[src/rtl/board_status_scanner.sv]
// Walks the selected minesweeper board one field per clock after each defuse event and
// registers defused/mine counts plus win/lose flags for the game-control FSM and status display.
module board_status_scanner (
    input  logic                clk,
    input  logic                rst,
    input  logic [1:0]          level,
    input  logic                start,
    input  logic [7:0][7:0]     mine_arr_easy,
    input  logic [9:0][9:0]     mine_arr_medium,
    input  logic [15:0][15:0]   mine_arr_hard,
    input  logic [7:0][7:0]     defuse_arr_easy,
    input  logic [9:0][9:0]     defuse_arr_medium,
    input  logic [15:0][15:0]   defuse_arr_hard,
    output logic                busy,
    output logic                status_valid,
    output logic [8:0]          defused_count,
    output logic [8:0]          mine_count,
    output logic                lose,
    output logic                win
);

    typedef enum logic [1:0] {
        S_IDLE = 2'd0,
        S_SCAN = 2'd1,
        S_DONE = 2'd2
    } state_t;

    state_t      state, state_nx;
    logic [1:0]  lvl_q;
    logic [3:0]  x_q, y_q;
    logic [8:0]  def_acc, mine_acc;
    logic        hit_acc;
    logic        pending;

    logic        cell_mine, cell_def;
    logic [3:0]  last_idx;
    logic [8:0]  n_sq;
    logic        last_cell;
    logic        launch;

    // Live read of the current field from the latched board size.
    // NOTE: every signal driven in always_comb gets a default first so no latch is inferred.
    always_comb begin
        cell_mine = 1'b0;
        cell_def  = 1'b0;
        last_idx  = 4'd0;
        n_sq      = 9'd0;
        case (lvl_q)
            2'b01: begin
                cell_mine = mine_arr_easy[y_q[2:0]][x_q[2:0]];
                cell_def  = defuse_arr_easy[y_q[2:0]][x_q[2:0]];
                last_idx  = 4'd7;
                n_sq      = 9'd64;
            end
            2'b10: begin
                cell_mine = mine_arr_medium[y_q][x_q];
                cell_def  = defuse_arr_medium[y_q][x_q];
                last_idx  = 4'd9;
                n_sq      = 9'd100;
            end
            2'b11: begin
                cell_mine = mine_arr_hard[y_q][x_q];
                cell_def  = defuse_arr_hard[y_q][x_q];
                last_idx  = 4'd15;
                n_sq      = 9'd256;
            end
            default: ;
        endcase
    end

    assign last_cell = (x_q == last_idx) && (y_q == last_idx);
    // A request seen in DONE (or one collapsed into pending) rescans with no idle gap.
    assign launch    = (level != 2'b00) &&
                       (((state == S_IDLE) && start) ||
                        ((state == S_DONE) && (pending || start)));

    // NOTE: sequential state uses non-blocking assignments so every flop samples pre-edge values.
    always_ff @(posedge clk or negedge rst) begin
        if (!rst) state <= S_IDLE;
        else      state <= state_nx;
    end

    always_comb begin
        state_nx = state;
        case (state)
            S_IDLE:  if (launch) state_nx = S_SCAN;
            S_SCAN:  if (last_cell) state_nx = S_DONE;
            S_DONE:  state_nx = launch ? S_SCAN : S_IDLE;
            default: state_nx = S_IDLE;
        endcase
    end

    always_comb begin
        busy = (state != S_IDLE);
    end

    always_ff @(posedge clk or negedge rst) begin
        if (!rst) begin
            lvl_q    <= 2'b00;
            x_q      <= 4'd0;
            y_q      <= 4'd0;
            def_acc  <= 9'd0;
            mine_acc <= 9'd0;
            hit_acc  <= 1'b0;
        end else if (launch) begin
            lvl_q    <= level;
            x_q      <= 4'd0;
            y_q      <= 4'd0;
            def_acc  <= 9'd0;
            mine_acc <= 9'd0;
            hit_acc  <= 1'b0;
        end else if (state == S_SCAN) begin
            def_acc  <= def_acc + {8'd0, cell_def};
            mine_acc <= mine_acc + {8'd0, cell_mine};
            hit_acc  <= hit_acc | (cell_mine & cell_def);
            if (x_q == last_idx) begin
                x_q <= 4'd0;
                y_q <= y_q + 4'd1;
            end else begin
                x_q <= x_q + 4'd1;
            end
        end
    end

    // Requests during a scan (or a level switch under it) collapse into one rescan.
    always_ff @(posedge clk or negedge rst) begin
        if (!rst)                                            pending <= 1'b0;
        else if (state == S_DONE)                            pending <= 1'b0;
        else if ((state == S_SCAN) && (start || (level != lvl_q))) pending <= 1'b1;
    end

    always_ff @(posedge clk or negedge rst) begin
        if (!rst) begin
            status_valid  <= 1'b0;
            defused_count <= 9'd0;
            mine_count    <= 9'd0;
            lose          <= 1'b0;
            win           <= 1'b0;
        end else begin
            status_valid <= (state == S_DONE);
            if (state == S_DONE) begin
                defused_count <= def_acc;
                mine_count    <= mine_acc;
                lose          <= hit_acc;
                win           <= !hit_acc && (def_acc == (n_sq - mine_acc));
            end
        end
    end

endmodule

[config.mk]
export PLATFORM = sky130hd
export DESIGN_NAME = board_status_scanner
export DESIGN_NICKNAME = d
export VERILOG_FILES = /design/src/rtl/board_status_scanner.sv
export SDC_FILE = /design/constraint.sdc
export NUM_CORES = 1
export LEC_CHECK = 0
export BUFFER_PORTS_ARGS = -buffer_cell sky130_fd_sc_hd__buf_2
export CAP_MARGIN = 10
export CORE_AREA = 2 2 340 342
export CTS_CLUSTER_SIZE = 25
export DETAILED_ROUTE_END_ITERATION = 12
export DIE_AREA = 0 0 342 344
export PLACE_DENSITY = 0.3
export RECOVER_POWER = 100
export SLEW_MARGIN = 30
export SYNTH_ARGS = -nofsm -noshare
export SYNTH_HDL_FRONTEND = slang
export SYNTH_SLANG_ARGS = --single-unit
[constraint.sdc]
create_clock -name clk -period 3.8 [get_ports clk]
set_input_delay 0.76 -clock clk [delete_from_list [all_inputs] [get_ports clk]]
set_output_delay 0.76 -clock clk [all_outputs]
set_load 0.05 [all_outputs]
# After elaboration in Yosys (flattened, before gate mapping)
# Cells that the tools add are included.
totals:
  reg_bits: 53
  latch_bits: 0
  ram_bits: 0
  mem_bits_ro: 0
  input_bits: 845
  out_inout_bits: 22
  word_cells: 99
  n_memories: 0
op_classes:
  addsub: 5
  mul: 0
  div_mod_pow: 0
  magnitude_cmp: 4
  eq_ne: 11
  n_shift: 0
  n_mux: 46
  bitwise_logic: 2
  reduce_logical: 18
ops:
  columns: ["cell", "n"]
  rows:
  - ["$bmux 16 s4", 2]
  - ["$bmux 10 s4", 2]
  - ["$bmux 8 s3", 2]
  - ["$mux 9", 4]
  - ["$mux 16", 2]
  - ["$pmux 9 s3", 1]
  - ["$mux 4", 6]
  - ["$mux 10", 2]
  - ["$add 9x1->9", 2]
  - ["$bmux 1 s4", 4]
  - ["$mux 8", 2]
  - ["$pmux 4 s3", 1]
  - ["$mux 1", 11]
  - ["$lt 4x5->1 const B", 2]
  - ["$reduce_bool 2->1", 5]
  - ["$eq 9x9->1", 1]
  - ["$sub 9x9->9", 1]
  - ["$add 4x1->4 const B", 2]
  - ["$eq 4x4->1", 2]
  - ["$lt 3x4->1 const B", 2]
  - ["$bmux 1 s3", 2]
  - ["$eq 2x2->1 const B", 3]
  - ["$logic_and 1x1->1", 6]
  - ["$pmux 1 s3", 2]
  - ["11 further kinds", 17]

# Logic depth before layout (Yosys ltp)
# Gate-level depths: netlist of the first run.
logic_depth:
  ltp_word: 9
  depth_mapped: 20
  ltp_nobuf: 14

# Least setup slack after synthesis of the first run
# No wires, ideal clock.
synth_timing:
  path_kind: "in2reg"
  from: "in defuse_arr_hard[181] in the netlist's numbering"
  to: "reg def_acc[8]"
  setup_ns: 0.132
  arrival_ns: 3.203
  required_time_ns: 3.668
  setup_slack_ns: 0.466
  cell_stages: 14
  n_path_buf: 0
  path_cell_list: "mux4_2 > mux2_2 > a2111oi_4 > a211oi_2 > nor4bb_1 > a311oi_1 > nor2_1 > nor2_1 > ha_1 > ha_1 > and3_1 > nand4_1 > xor2_1 > nor2_1"
synth_via:
  elab_chain_cells: 8
synth_rtl:
  columns: ["element", "line", "source"]
  rows:
  - ["start: declaration", "13", "input logic [15:0][15:0] defuse_arr_hard,"]
  - ["$bmux 16 s4", "63", "cell_def = defuse_arr_hard[y_q][x_q];"]
  - ["$mux 16 (implied by the code)", "63", null]
  - ["$bmux 1 s4", "63", null]
  - ["$mux 1 (implied by the code)", "63", null]
  - ["$pmux 1 s3", "48", "case (lvl_q)"]
  - ["$add 9x1->9", "113", "def_acc <= def_acc + {8'd0, cell_def};"]
  - ["$mux 9", "112", "end else if (state == S_SCAN) begin"]
  - ["$mux 9", "105", "end else if (launch) begin"]
  - ["end signal: assignment", "113", null]
  - ["end: declaration", "31", "logic [8:0] def_acc, mine_acc;"]
# Every way passes these cells. The select of a mux whose other input is x is not followed.
# A chain may end at the register's enable or synchronous reset.

# Worst setup path in the final report of the first run
layout_timing:
  from: "reg y_q[0]"
  to: "reg def_acc[3]"
layout_via:
  elab_chain_cells: 8
  word_cells_on_any_way: 16
  cone_classes: "add/sub: 1; mux: 15"
layout_rtl:
  columns: ["element", "line", "source"]
  rows:
  - ["start: declaration", "30", "logic [3:0] x_q, y_q;"]
  - ["start signal: assignment", "118", "y_q <= y_q + 4'd1;"]
  - ["$bmux 16 s4 (tied with other cells)", "63", null]
  - ["$mux 16 (implied by the code) (tied with other cells)", "63", null]
  - ["$bmux 1 s4 (tied with other cells)", "63", null]
  - ["$mux 1, on equally long branches", "63, 51, 57", null]
  - ["$pmux 1 s3 (*)", "48", null]
  - ["$add 9x1->9 (*)", "113", null]
  - ["$mux 9 (*)", "112", null]
  - ["$mux 9 (*)", "105", null]
# Mark *: on every way between the ends. The rest lies on a longest branch, timed or not. The select of a mux whose other input is x is not followed.

==> impl_results.md, run 1 <==
* Setup TNS at -0.564 ns
* Crit-path cells: buf_12 -> mux4_2 -> mux2_4 -> a2111oi_4 -> a211oi_2 -> nor4bb_4 -> buf_4 -> a311oi_4 -> nor2_1 -> nor2_1 -> ha_2 -> buf_4 -> nand4_1 -> buf_4 -> xor2_1 -> nor2_1
* Syn-to-layout area delta at 75.0%
* DR iter-0 viols at 515
* Commonest non-fill, non-tap cell in the layout: buf_2
* Placer Congestion at 0.906
* Initial antenna violation count at 62
* Failing checks: capacitance limit, slew limit, setup timing
* Die area at 118000 um2
* Layout Nets at 2720
* H-tree levels at 2
* Synthesized area at 10300 um2
* Synth top area cells: mux4_2 27%, dfrtp_1 13%, mux4_1 11%
* Vias in the first global route at 14114
* Crit Path Category: reg2reg
* R2R setup slack at -0.13 ns
* Die width at 342 um
* Final Cell Area at 18000 um2
* Yosys reg bits at 53
* DRT Pass-1 Iters at 4
* Final wirelength at 90400 um
* # DRC at 0
* Final Max Slew Viols at 27
* Slowest-stage cell, CP: mux4_2
* Ratio of cells with drive above 1 in the final layout at 0.691
* CP arrival at 4.11 ns
* CTS Buffer Depth at 2
* Placed instance area at 17300 um2
* Clock skew at 0.00654 ns
* Die Height at 344 um
* Final core utilization at 0.158
* Critical path capture point type: register
* R2R Path Start: y_q[0]
* Status: finished, violations left
* VDD IR-drop max at 0.207 mV
* Worst skew pair latency at 0.30 ns
* Post-synth top area share at 0.273
* Syn Area/Cell at 11.6 um2
* PortBufs at 866
* Max-Cap Viols at 1
* Worst hold path class: reg2reg
* P_leak at 7.82 nW
* CP max FO at 7
* Sequential area share after synthesis at 0.129
* Setup violators final at 6
* Initial cell density of the core at 0.0905
* Setup WS pre-CTS at -0.763 ns
* Period utilization at 1.03
* Final Hold Fails at 0
* Clock root buffer master: clkbuf_16
* WHS Endpoint: mine_count[2]
* I/O Pins at 867
* Req. time, crit path at 3.98 ns
* Buf/Inv on CP at 4
* CTS sink cnt at 53
* Cell row count at 124
* Cts hold-fix bufs at 0
* Worst Tran Pin Value at 1.66 ns
* Most frequent cells in the layout: 842 x buf_2, 158 x buf_4, 138 x mux4_2
* Max-slew headroom at -0.108
* Fmax at 0.254 GHz
* Final WS setup at -0.133 ns
* CP top delay family: simple AND/OR/NAND/NOR gates
* Total power at 0.0110 W
* First-pass GRT wire length at 118000 um
* Vias at 12771
* Period minus WS final at 3.93 ns
* CTS clk-pin slew, worst paths at 0.08 ns
* CTS tree: yes
* Core area at 114000 um2
* Clock buffer count from CTS at 5
* Crit path largest cell delay at 0.52 ns
* Startpoint types: register
* Post-DP HPWL at 81400 um
* Drt wl/cell at 26.7 um
* GRT Total Usage at 0.146
* Post-DRT Antenna Nets at 0
* Via-per-instance ratio at 3.77
* Hold depth at 2
* Total global routing overflow at 0
* Mapped Nets at 1744
* HP Start: mine_count[2]
* Main synth FF type: dfrtp_1
* Number of flops mapped to enable cells by yosys at 0
* YS warnings at 0
* Unrepaired setup endpoints after global routing: true
* Area leader, netlist: mux4_2
* Largest net degree at the start of global routing at 33
* Capturing point of the worst reg2reg path: def_acc[3]
* Fraction of registers with async set/reset at 1.00
* Reg2reg path depth at 16
* Cell Pwr Density at 610 nW/um2
* Mapped Cells at 885
* Synth cell types at 72
cell families (layout without fill, tap and decap cells):
kind of cell / after synthesis / after routing / share of synthesized area
DFF: 53 / 53 / 0.129
adders and majority gates: 14 / 14 / 0.0170
buffers and inverters: 115 / 1092 / 0.0890
xor gates and xnor gates: 36 / 36 / 0.0306
and+or+nand+nor: 174 / 174 / 0.0822
other: 0 / 16 / 0
muxes: 292 / 292 / 0.507
AOI/OAI and AO/OA: 201 / 201 / 0.146
power breakdown:
| group | leakage (nW) | internal [W] | switching (W) | total, W |
|---|---|---|---|---|
| clock | 0.0713 | 0.000247 | 0.000225 | 0.000471 |
| sequential | 0.705 | 0.000696 | 0.000259 | 0.000956 |
| combinational | 7.04 | 0.00457 | 0.00501 | 0.00958 |
worst reg2reg max path: stages, from the launching register on:
cell and delay [ns]:
dfrtp_4 0.51, buf_12 0.15, mux4_2 0.53, mux2_4 0.32, a2111oi_4 0.41, a211oi_2 0.09
nor4bb_4 0.51, buf_4 0.21, a311oi_4 0.04, nor2_1 0.12, nor2_1 0.07, ha_2 0.21
buf_4 0.13, nand4_1 0.12, buf_4 0.16, xor2_1 0.15, nor2_1 0.07
per-layer routing:
| metal | GRT usage | part of all wire |
|---|---|---|
| met5 | 0 | 0.0030 |
| met3 | 0.0267 | 0.062 |
| met2 | 0.267 | 0.51 |
| met4 | 0.0153 | 0.0092 |
| met1 | 0.183 | 0.42 |
cells in the mapped netlist (3+ instances only):
cell type / number
mux4_2: 125
mux2i_1: 93
nand2_1: 54
dfrtp_1: 53
nor2_1: 44
mux4_1: 43
a21oi_1: 33
mux2_2: 31
a211oi_1: 27
buf_2: 26
a22oi_1: 24
o21ai_0: 24
xnor2_1: 23
clkbuf_1: 22
o221ai_1: 20
inv_1: 17
ha_1: 14
nor2b_1: 14
a22o_1: 13
buf_12: 13
xor2_1: 13
o22ai_1: 12
buf_6: 11
nand4_1: 11
nand3_1: 9
buf_4: 8
a221oi_1: 7
and3_1: 6
clkbuf_8: 6
and2_1: 5
buf_8: 5
nand2b_1: 5
nor4_1: 5
or3_1: 5
a31oi_1: 4
a221oi_2: 3
clkbuf_4: 3
nor3_1: 3
or2_2: 3
how the worst max path moves through the flow:
stage	start	endpoint	slack [ns]	cells past startpoint
global route	y_q[0]	def_acc[6]	-0.33	16
global placement	defuse_arr_hard[213]	def_acc[8]	-1.15	16
floorplan	defuse_arr_hard[181]	def_acc[8]	0.47	14
CTS	y_q[0]	def_acc[8]	-0.20	16
finish	y_q[0]	def_acc[3]	-0.13	16
detailed placement	defuse_arr_hard[213]	def_acc[8]	-0.76	16
state kept, by name (all words and copies together), names as in the netlist:
| name | cells |
|---|---|
| pending | 1 |
| x_q | 4 |
| hit_acc | 1 |
| win | 1 |
| defused_count | 9 |
| state | 2 |
| status_valid | 1 |
| mine_count | 9 |
| lvl_q | 2 |
| y_q | 4 |
| mine_acc | 9 |
| lose | 1 |
| def_acc | 9 |
layout make-up:
cell class,count,area [um2]
fillers,12989,95800
multi-input cells,717,8370
repair buffers,1065,6170
well taps,1512,1890
flip-flops and latches,53,1340
clock buffers,6,129
inverters,19,71.3
diodes,16,40.0
clock inverters,2,13.8
per-stage QoR:
stage,hold slack [ns],std cells
after detailed placement,0.470,3344
after global routing,0.516,3379
final,0.487,3390
after floorplan,0.450,885
after CTS,0.488,3358
after global placement,0.471,3344
timing repair:
action	in CTS	in global routing
setup endpoints to repair	19	17
cloned	1	2
pin swaps	12	17
buffers inserted	5	15
resized for setup	43	50
Note: power is estimated with default switching activity, not from simulation.
==> inputs of run 2 (changes only) <==
--- a/config.mk
+++ b/config.mk
@@ -8,11 +8,11 @@
 export BUFFER_PORTS_ARGS = -buffer_cell sky130_fd_sc_hd__buf_2
 export CAP_MARGIN = 10
 export CORE_AREA = 2 2 340 342
-export CTS_CLUSTER_SIZE = 25
+export CTS_CLUSTER_SIZE = 24
 export DETAILED_ROUTE_END_ITERATION = 12
 export DIE_AREA = 0 0 342 344
-export PLACE_DENSITY = 0.3
 export RECOVER_POWER = 100
+export SETUP_SLACK_MARGIN = 0.2
 export SLEW_MARGIN = 30
 export SYNTH_ARGS = -nofsm -noshare
 export SYNTH_HDL_FRONTEND = slang
==> impl_results.md, run 2 (synthesized netlist as in run 1, its figures left out) <==
* CP max FO at 8 (was 7)
* DRT Pass-1 Iters at 4 (unchanged)
* Final WS setup at -0.0852 ns (was -0.133 ns)
* Clock skew at 0.00981 ns (was 0.00654 ns)
* Hold depth at 2 (unchanged)
* Failing checks: capacitance limit, slew limit, setup timing (unchanged)
* Setup TNS at -0.167 ns (was -0.564 ns)
* Switch share at 0.503 (was 0.499)
* H-tree levels at 2 (unchanged)
* Vias in the first global route at 13571 (was 14114)
* Via-per-instance ratio at 3.89 (was 3.77)
* VDD IR-drop max at 0.271 mV (was 0.207 mV)
* First-pass GRT wire length at 119000 um (was 118000 um)
* CTS tree: yes (unchanged)
* Final Hold Fails at 0 (unchanged)
* GRT Total Usage at 0.152 (was 0.146)
* CTS sink cnt at 53 (unchanged)
* Initial cell density of the core at 0.0905 (unchanged)
* Worst hold path class: reg2reg (unchanged)
* Clock share of power at 0.046 (was 0.043)
* Crit Path Category: reg2reg (unchanged)
* HP Start: mine_count[2] (unchanged)
* Cell Pwr Density at 643 nW/um2 (was 610 nW/um2)
* Slowest-stage cell, CP: dfrtp_4 (was mux4_2)
* CTS Buffer Depth at 2 (unchanged)
* Non-Filler Instances at 3420 (was 3390)
* Period utilization at 1.02 (was 1.03)
* Final Max Slew Viols at 32 (was 27)
* Flop pwr share at 0.080 (was 0.087)
* Clock root buffer master: clkbuf_16 (unchanged)
* CTS clk-pin slew, worst paths at 0.08 ns (about the same)
* R2R Path Start: y_q[0] (unchanged)
* P_sw at 0.00601 W (was 0.00549 W)
* Syn-to-layout area delta at 80.5% (was 75.0%)
* Req. time, crit path at 3.99 ns (was 3.98 ns)
* Crit path largest cell delay at 0.56 ns (was 0.52 ns)
* Comb pwr share at 0.874 (was 0.870)
* Int Pwr at 0.00594 W (was 0.00551 W)
* Crit-path cells: buf_12 -> mux4_2 -> mux2_4 -> a2111oi_4 -> a211oi_4 -> nor4bb_4 -> buf_4 -> a311oi_4 -> nor2_1 -> buf_4 -> nor2_4 -> ha_4 -> ha_4 -> and3_4 -> nand4_1 -> xor2_1 -> nor2_1 (was buf_12 -> mux4_2 -> mux2_4 -> a2111oi_4 -> a211oi_2 -> nor4bb_4 -> buf_4 -> a311oi_4 -> nor2_1 -> nor2_1 -> ha_2 -> buf_4 -> nand4_1 -> buf_4 -> xor2_1 -> nor2_1)
* R2R setup slack at -0.09 ns (was -0.13 ns)
* Ratio of cells with drive above 1 in the final layout at 0.705 (was 0.691)
* Worst skew pair latency at 0.31 ns (was 0.30 ns)
* Total power at 0.0120 W (was 0.0110 W)
* Max-slew headroom at -0.170 (was -0.108)
* Hold slack at 0.482 ns (was 0.487 ns)
* I/O Pins at 867 (unchanged)
* Most frequent cells in the layout: 842 x buf_2, 181 x buf_4, 129 x mux4_2 (was 842 x buf_2, 158 x buf_4, 138 x mux4_2)
* Die width at 342 um (unchanged)
* Startpoint types: register (unchanged)
* Max-Cap Viols at 1 (unchanged)
* CP top delay family: simple AND/OR/NAND/NOR gates (unchanged)
* Post-DP HPWL at 84300 um (was 81400 um)
* Period minus WS final at 3.89 ns (was 3.93 ns)
* Post-DRT Antenna Nets at 0 (unchanged)
* P_leak at 8.08 nW (was 7.82 nW)
* Cell row count at 124 (unchanged)
* Reg2reg path depth at 17 (was 16)
* Placer Congestion at 0.921 (was 0.906)
* Commonest non-fill, non-tap cell in the layout: buf_2 (unchanged)
* PortBufs at 866 (unchanged)
* Total global routing overflow at 0 (unchanged)
* WHS Endpoint: mine_count[2] (unchanged)
* Fmax at 0.257 GHz (was 0.254 GHz)
* Core area at 114000 um2 (unchanged)
* Critical path capture point type: register (unchanged)
* DR iter-0 viols at 782 (was 515)
* Die area at 118000 um2 (unchanged)
* Capturing point of the worst reg2reg path: def_acc[8] (was def_acc[3])
* Final wirelength at 94900 um (was 90400 um)
* Initial antenna violation count at 112 (was 62)
* Largest net degree at the start of global routing at 40 (was 33)
* Setup WS pre-CTS at -0.880 ns (was -0.763 ns)
* Worst Tran Pin Value at 1.76 ns (was 1.66 ns)
* Setup violators final at 4 (was 6)
* CP arrival at 4.08 ns (was 4.11 ns)
* Cts hold-fix bufs at 0 (unchanged)
* Buf/Inv on CP at 3 (was 4)
* Die Height at 344 um (unchanged)
* Layout Nets at 2744 (was 2720)
* # DRC at 0 (unchanged)
* # placed instances at 3347 (was 3344)
* Drt wl/cell at 27.7 um (was 26.7 um)
* Clock buffer count from CTS at 5 (unchanged)
* Unrepaired setup endpoints after global routing: true (unchanged)
* Vias at 13318 (was 12771)
* Status: finished, violations left (unchanged)
-- run 2: changes by cell type in the layout (fill, tap and decap cells not counted), moves of 4 or more --
| cell | before | now |
|---|---|---|
| a21oi_2 | 2 | 7 |
| buf_4 | 158 | 181 |
| buf_16 | 1 | 5 |
| diode_2 | 16 | 22 |
| mux4_1 | 30 | 39 |
| a211oi_2 | 14 | 6 |
| mux4_2 | 138 | 129 |
| clkbuf_1 | 32 | 27 |
| a21oi_1 | 31 | 27 |
| a211oi_4 | 0 | 7 |
-- run 2: metal layers --
layer  track usage  vias to the layer above  wire length [um]
met4        0.0513                       80              3580
met5             0                        -               495
met1         0.174                     6495             36200
met2         0.272                      802             46900
met3        0.0396                      218              7670
li1              -                     5723                 -
-- run 2: worst max-delay path by stage --
stage / startpoint / endpoint / slack, ns / cells after the start
after floorplan: defuse_arr_hard[181] / def_acc[8] / 0.47 / 14
after global placement: y_q[0] / mine_acc[4] / -0.85 / 14
after detailed placement: y_q[0] / mine_acc[6] / -0.88 / 14
after CTS: y_q[0] / def_acc[8] / -0.11 / 19
after global routing: y_q[0] / def_acc[4] / -0.21 / 17
final: y_q[0] / def_acc[8] / -0.09 / 17
-- run 2: power by group through the flow --
stage | Combinational (W) | Clock, W | Sequential [W]
final | 0.0104 | 0.000548 | 0.000955
after global routing | 0.0111 | 0.000582 | 0.000983
after CTS | 0.0103 | 0.000562 | 0.000959
after detailed placement | 0.00945 | 0 | 0.000948
after global placement | 0.00942 | 0 | 0.000942
after floorplan | 0.00513 | 0 | 0.000889
-- run 2: final cells by class --
type / instances / area [um2]
fill: 12826 / 95300
multi-input combinational: 717 / 8620
timing repair buffer: 1089 / 6450
tap: 1512 / 1890
sequential: 53 / 1340
clock buffer: 5 / 125
inverter: 19 / 71.3
antenna: 22 / 55.1
clock inverter: 3 / 43.8
-- run 2: per-stage QoR --
stage	utilization	cell area, um2
floorplan	-	10300
global placement	0.152	17400
finish	0.163	18600
detailed placement	0.152	17400
CTS	0.159	18200
global route	0.163	18600
-- run 2: what timing repair did --
item                       CTS  global route
setup endpoints to repair   19            19
hold endpoints to repair     0             0
buffers inserted            15            23
pin swaps                   29            37
gates resized for setup     78            56
gates cloned                 4             2
-- run 2: worst reg2reg max path: cells and delay by family (launching register included) --
| family | cells | cell delay, ns |
|---|---|---|
| flip-flops | 1 | 0.56 |
| XOR/XNOR | 1 | 0.15 |
| AO/OA/AOI/OAI | 3 | 0.51 |
| AND/OR/NAND/NOR | 6 | 0.83 |
| adder cells (fa/ha/maj) | 2 | 0.34 |
| buffers and inverters | 3 | 0.55 |
| multiplexers | 2 | 0.83 |
==> inputs of run 3 (changes only) <==
==> constraint.sdc (replaced) <==
create_clock -name clk -period 4.4 [get_ports clk]
set_input_delay 0.88 -clock clk [delete_from_list [all_inputs] [get_ports clk]]
set_output_delay 0.88 -clock clk [all_outputs]
set_load 0.05 [all_outputs]
==> impl_results.md, run 3 (synthesized netlist as in run 1, its figures left out) <==
* Status: finished, violations left (unchanged)
* Failing checks: capacitance limit, slew limit (was capacitance limit, slew limit, setup timing)
* CP arrival at 4.26 ns (was 4.08 ns)
* VDD IR-drop max at 0.163 mV (was 0.271 mV)
* Drt wl/cell at 28.9 um (was 27.7 um)
* Ratio of cells with drive above 1 in the final layout at 0.658 (was 0.705)
* Worst Tran Pin Value at 1.83 ns (was 1.76 ns)
* Worst hold path class: reg2reg (unchanged)
* Total global routing overflow at 0 (unchanged)
* Fillers at 13002 (was 12826)
* Cell Pwr Density at 526 nW/um2 (was 643 nW/um2)
* Setup violators final at 0 (was 4)
* Worst skew pair latency at 0.31 ns (about the same)
* Req. time, crit path at 4.58 ns (was 3.99 ns)
* Max-Cap Viols at 1 (unchanged)
* Non-Filler Instances at 3325 (was 3420)
* CTS Buffer Depth at 2 (unchanged)
* R2R setup slack at 0.31 ns (was -0.09 ns)
* Capturing point of the worst reg2reg path: def_acc[8] (unchanged)
* Unrepaired setup endpoints after global routing: true (unchanged)
* R2R Path Start: y_q[0] (unchanged)
* CTS sink cnt at 53 (unchanged)
* Via-per-instance ratio at 3.93 (was 3.89)
* # DRC at 0 (unchanged)
* Total power at 0.00907 W (was 0.0120 W)
* Initial cell density of the core at 0.0905 (unchanged)
* CTS clk-pin slew, worst paths at 0.08 ns (about the same)
* WHS Endpoint: mine_count[5] (was mine_count[2])
* Clock root buffer master: clkbuf_16 (unchanged)
* Post-DP HPWL at 84400 um (was 84300 um)
* Fmax at 0.245 GHz (was 0.257 GHz)
* Critical path capture point type: register (unchanged)
* I/O Pins at 867 (unchanged)
* Placed instance area at 16600 um2 (was 17400 um2)
* HP Start: mine_count[5] (was mine_count[2])
* Placer Congestion at 0.925 (was 0.921)
* Final Cell Area at 17200 um2 (was 18600 um2)
* Max-slew headroom at -0.217 (was -0.170)
* Final Hold Fails at 0 (unchanged)
* Reg2reg path depth at 18 (was 17)
* PortBufs at 866 (unchanged)
* GRT Total Usage at 0.151 (was 0.152)
* CP max FO at 7 (was 8)
* Commonest non-fill, non-tap cell in the layout: buf_2 (unchanged)
* Hold depth at 2 (unchanged)
* Vias in the first global route at 13134 (was 13571)
* Largest net degree at the start of global routing at 42 (was 40)
* Syn-to-layout area delta at 67.3% (was 80.5%)
* Clock skew at 0.00791 ns (was 0.00981 ns)
* DR iter-0 viols at 717 (was 782)
* Cell row count at 124 (unchanged)
* Startpoint types: register (unchanged)
* Die width at 342 um (unchanged)
* Setup TNS at 0 ns (was -0.167 ns)
* DRT Pass-1 Iters at 5 (was 4)
* Crit-path cells: buf_12 -> clkbuf_16 -> mux4_1 -> a22o_1 -> a211oi_2 -> a211oi_1 -> buf_4 -> nor4bb_4 -> buf_4 -> a311oi_2 -> nor2_1 -> nor2_1 -> ha_1 -> ha_1 -> and3_1 -> nand4_1 -> xor2_1 -> nor2_1 (was buf_12 -> mux4_2 -> mux2_4 -> a2111oi_4 -> a211oi_4 -> nor4bb_4 -> buf_4 -> a311oi_4 -> nor2_1 -> buf_4 -> nor2_4 -> ha_4 -> ha_4 -> and3_4 -> nand4_1 -> xor2_1 -> nor2_1)
* Final wirelength at 96000 um (was 94900 um)
* Die Height at 344 um (unchanged)
* Most frequent cells in the layout: 844 x buf_2, 126 x mux4_2, 97 x buf_4 (was 842 x buf_2, 181 x buf_4, 129 x mux4_2)
* Crit Path Category: reg2reg (unchanged)
* H-tree levels at 2 (unchanged)
* Core area at 114000 um2 (unchanged)
* Final Max Slew Viols at 32 (unchanged)
* Die area at 118000 um2 (unchanged)
* Period utilization at 0.929 (was 1.02)
* # placed instances at 3264 (was 3347)
* Crit path top cell by count: nor2_1
* Initial antenna violation count at 105 (was 112)
* Period minus WS final at 4.09 ns (was 3.89 ns)
* Layout Nets at 2643 (was 2744)
* Vias at 13051 (was 13318)
* P_leak at 7.44 nW (was 8.08 nW)
* Slowest-stage cell, CP: mux4_1 (was dfrtp_4)
* Crit path largest cell delay at 0.56 ns (about the same)
* Clock buffer count from CTS at 5 (unchanged)
* Post-DRT Antenna Nets at 0 (unchanged)
* CTS tree: yes (unchanged)
* Hold slack at 0.489 ns (was 0.482 ns)
* First-pass GRT wire length at 118000 um (was 119000 um)
run 3: changes by cell type in the layout (fill, tap and decap cells not counted), moves of 6 or more:
cell and change:
diode_2 +6, a211oi_4 -7, buf_4 -84, nand2_2 -7, nand2_1 +9, a21oi_1 +6
a211oi_1 +10, buf_12 -9, a21oi_2 -6
run 3: worst max path at each step:
stage,startpoint,end,cells after the start
after detailed placement,y_q[2],def_acc[8],16
after global placement,y_q[2],def_acc[8],16
after CTS,y_q[0],def_acc[8],17
final,y_q[0],def_acc[8],18
after floorplan,defuse_arr_hard[181],def_acc[8],14
after global routing,y_q[0],def_acc[4],16
run 3: area by class of cell:
class | instances | area [um2] | share of cell area
clock inverters | 3 | 43.8 | 0.00254
inverters | 19 | 72.6 | 0.00421
repair buffers | 988 | 5490 | 0.318
well taps | 1512 | 1890 | 0.110
flip-flops and latches | 53 | 1340 | 0.0776
clock buffers | 5 | 125 | 0.00726
diodes | 28 | 70.1 | 0.00406
multi-input cells | 717 | 8210 | 0.476
run 3: power by group:
group / internal, W / total [W] / switching, W
combinational: 0.00342 / 0.00776 / 0.00433
sequential: 0.000602 / 0.000839 / 0.000237
clock: 0.000270 / 0.000478 / 0.000207
run 3: critical path: cells and delay by family (launching register included):
family / cells / cell delay (ns)
and+or+nand+nor: 6 / 1.02
AOI/OAI and AO/OA: 4 / 0.67
adders and majority gates: 2 / 0.41
buffers and inverters: 4 / 0.65
xor gates and xnor gates: 1 / 0.15
muxes: 1 / 0.56
DFF: 1 / 0.48
run 3: per-stage QoR:
| step | utilization | worst slack, ns |
|---|---|---|
| after CTS | 0.149 | 0.179 |
| after detailed placement | 0.146 | -0.487 |
| final | 0.151 | 0.314 |
| after global placement | 0.146 | -0.600 |
| after global routing | 0.151 | 0.0928 |
| after floorplan | - | 0.946 |
run 3: layer usage:
metal,GRT usage,part of all wire,up-vias
met3,0.0381,0.080,225
li1,-,-,5533
met4,0.0417,0.036,78
met5,0,0.0050,-
met1,0.170,0.38,6396
met2,0.281,0.50,819
run 3: timing repair:
action                     in CTS  in global routing
setup buffers                   4                 18
pin swaps                       1                  6
hold buffers                    0                  0
gates cloned                    0                  3
setup endpoints to repair      17                  9
resized for setup              18                 17
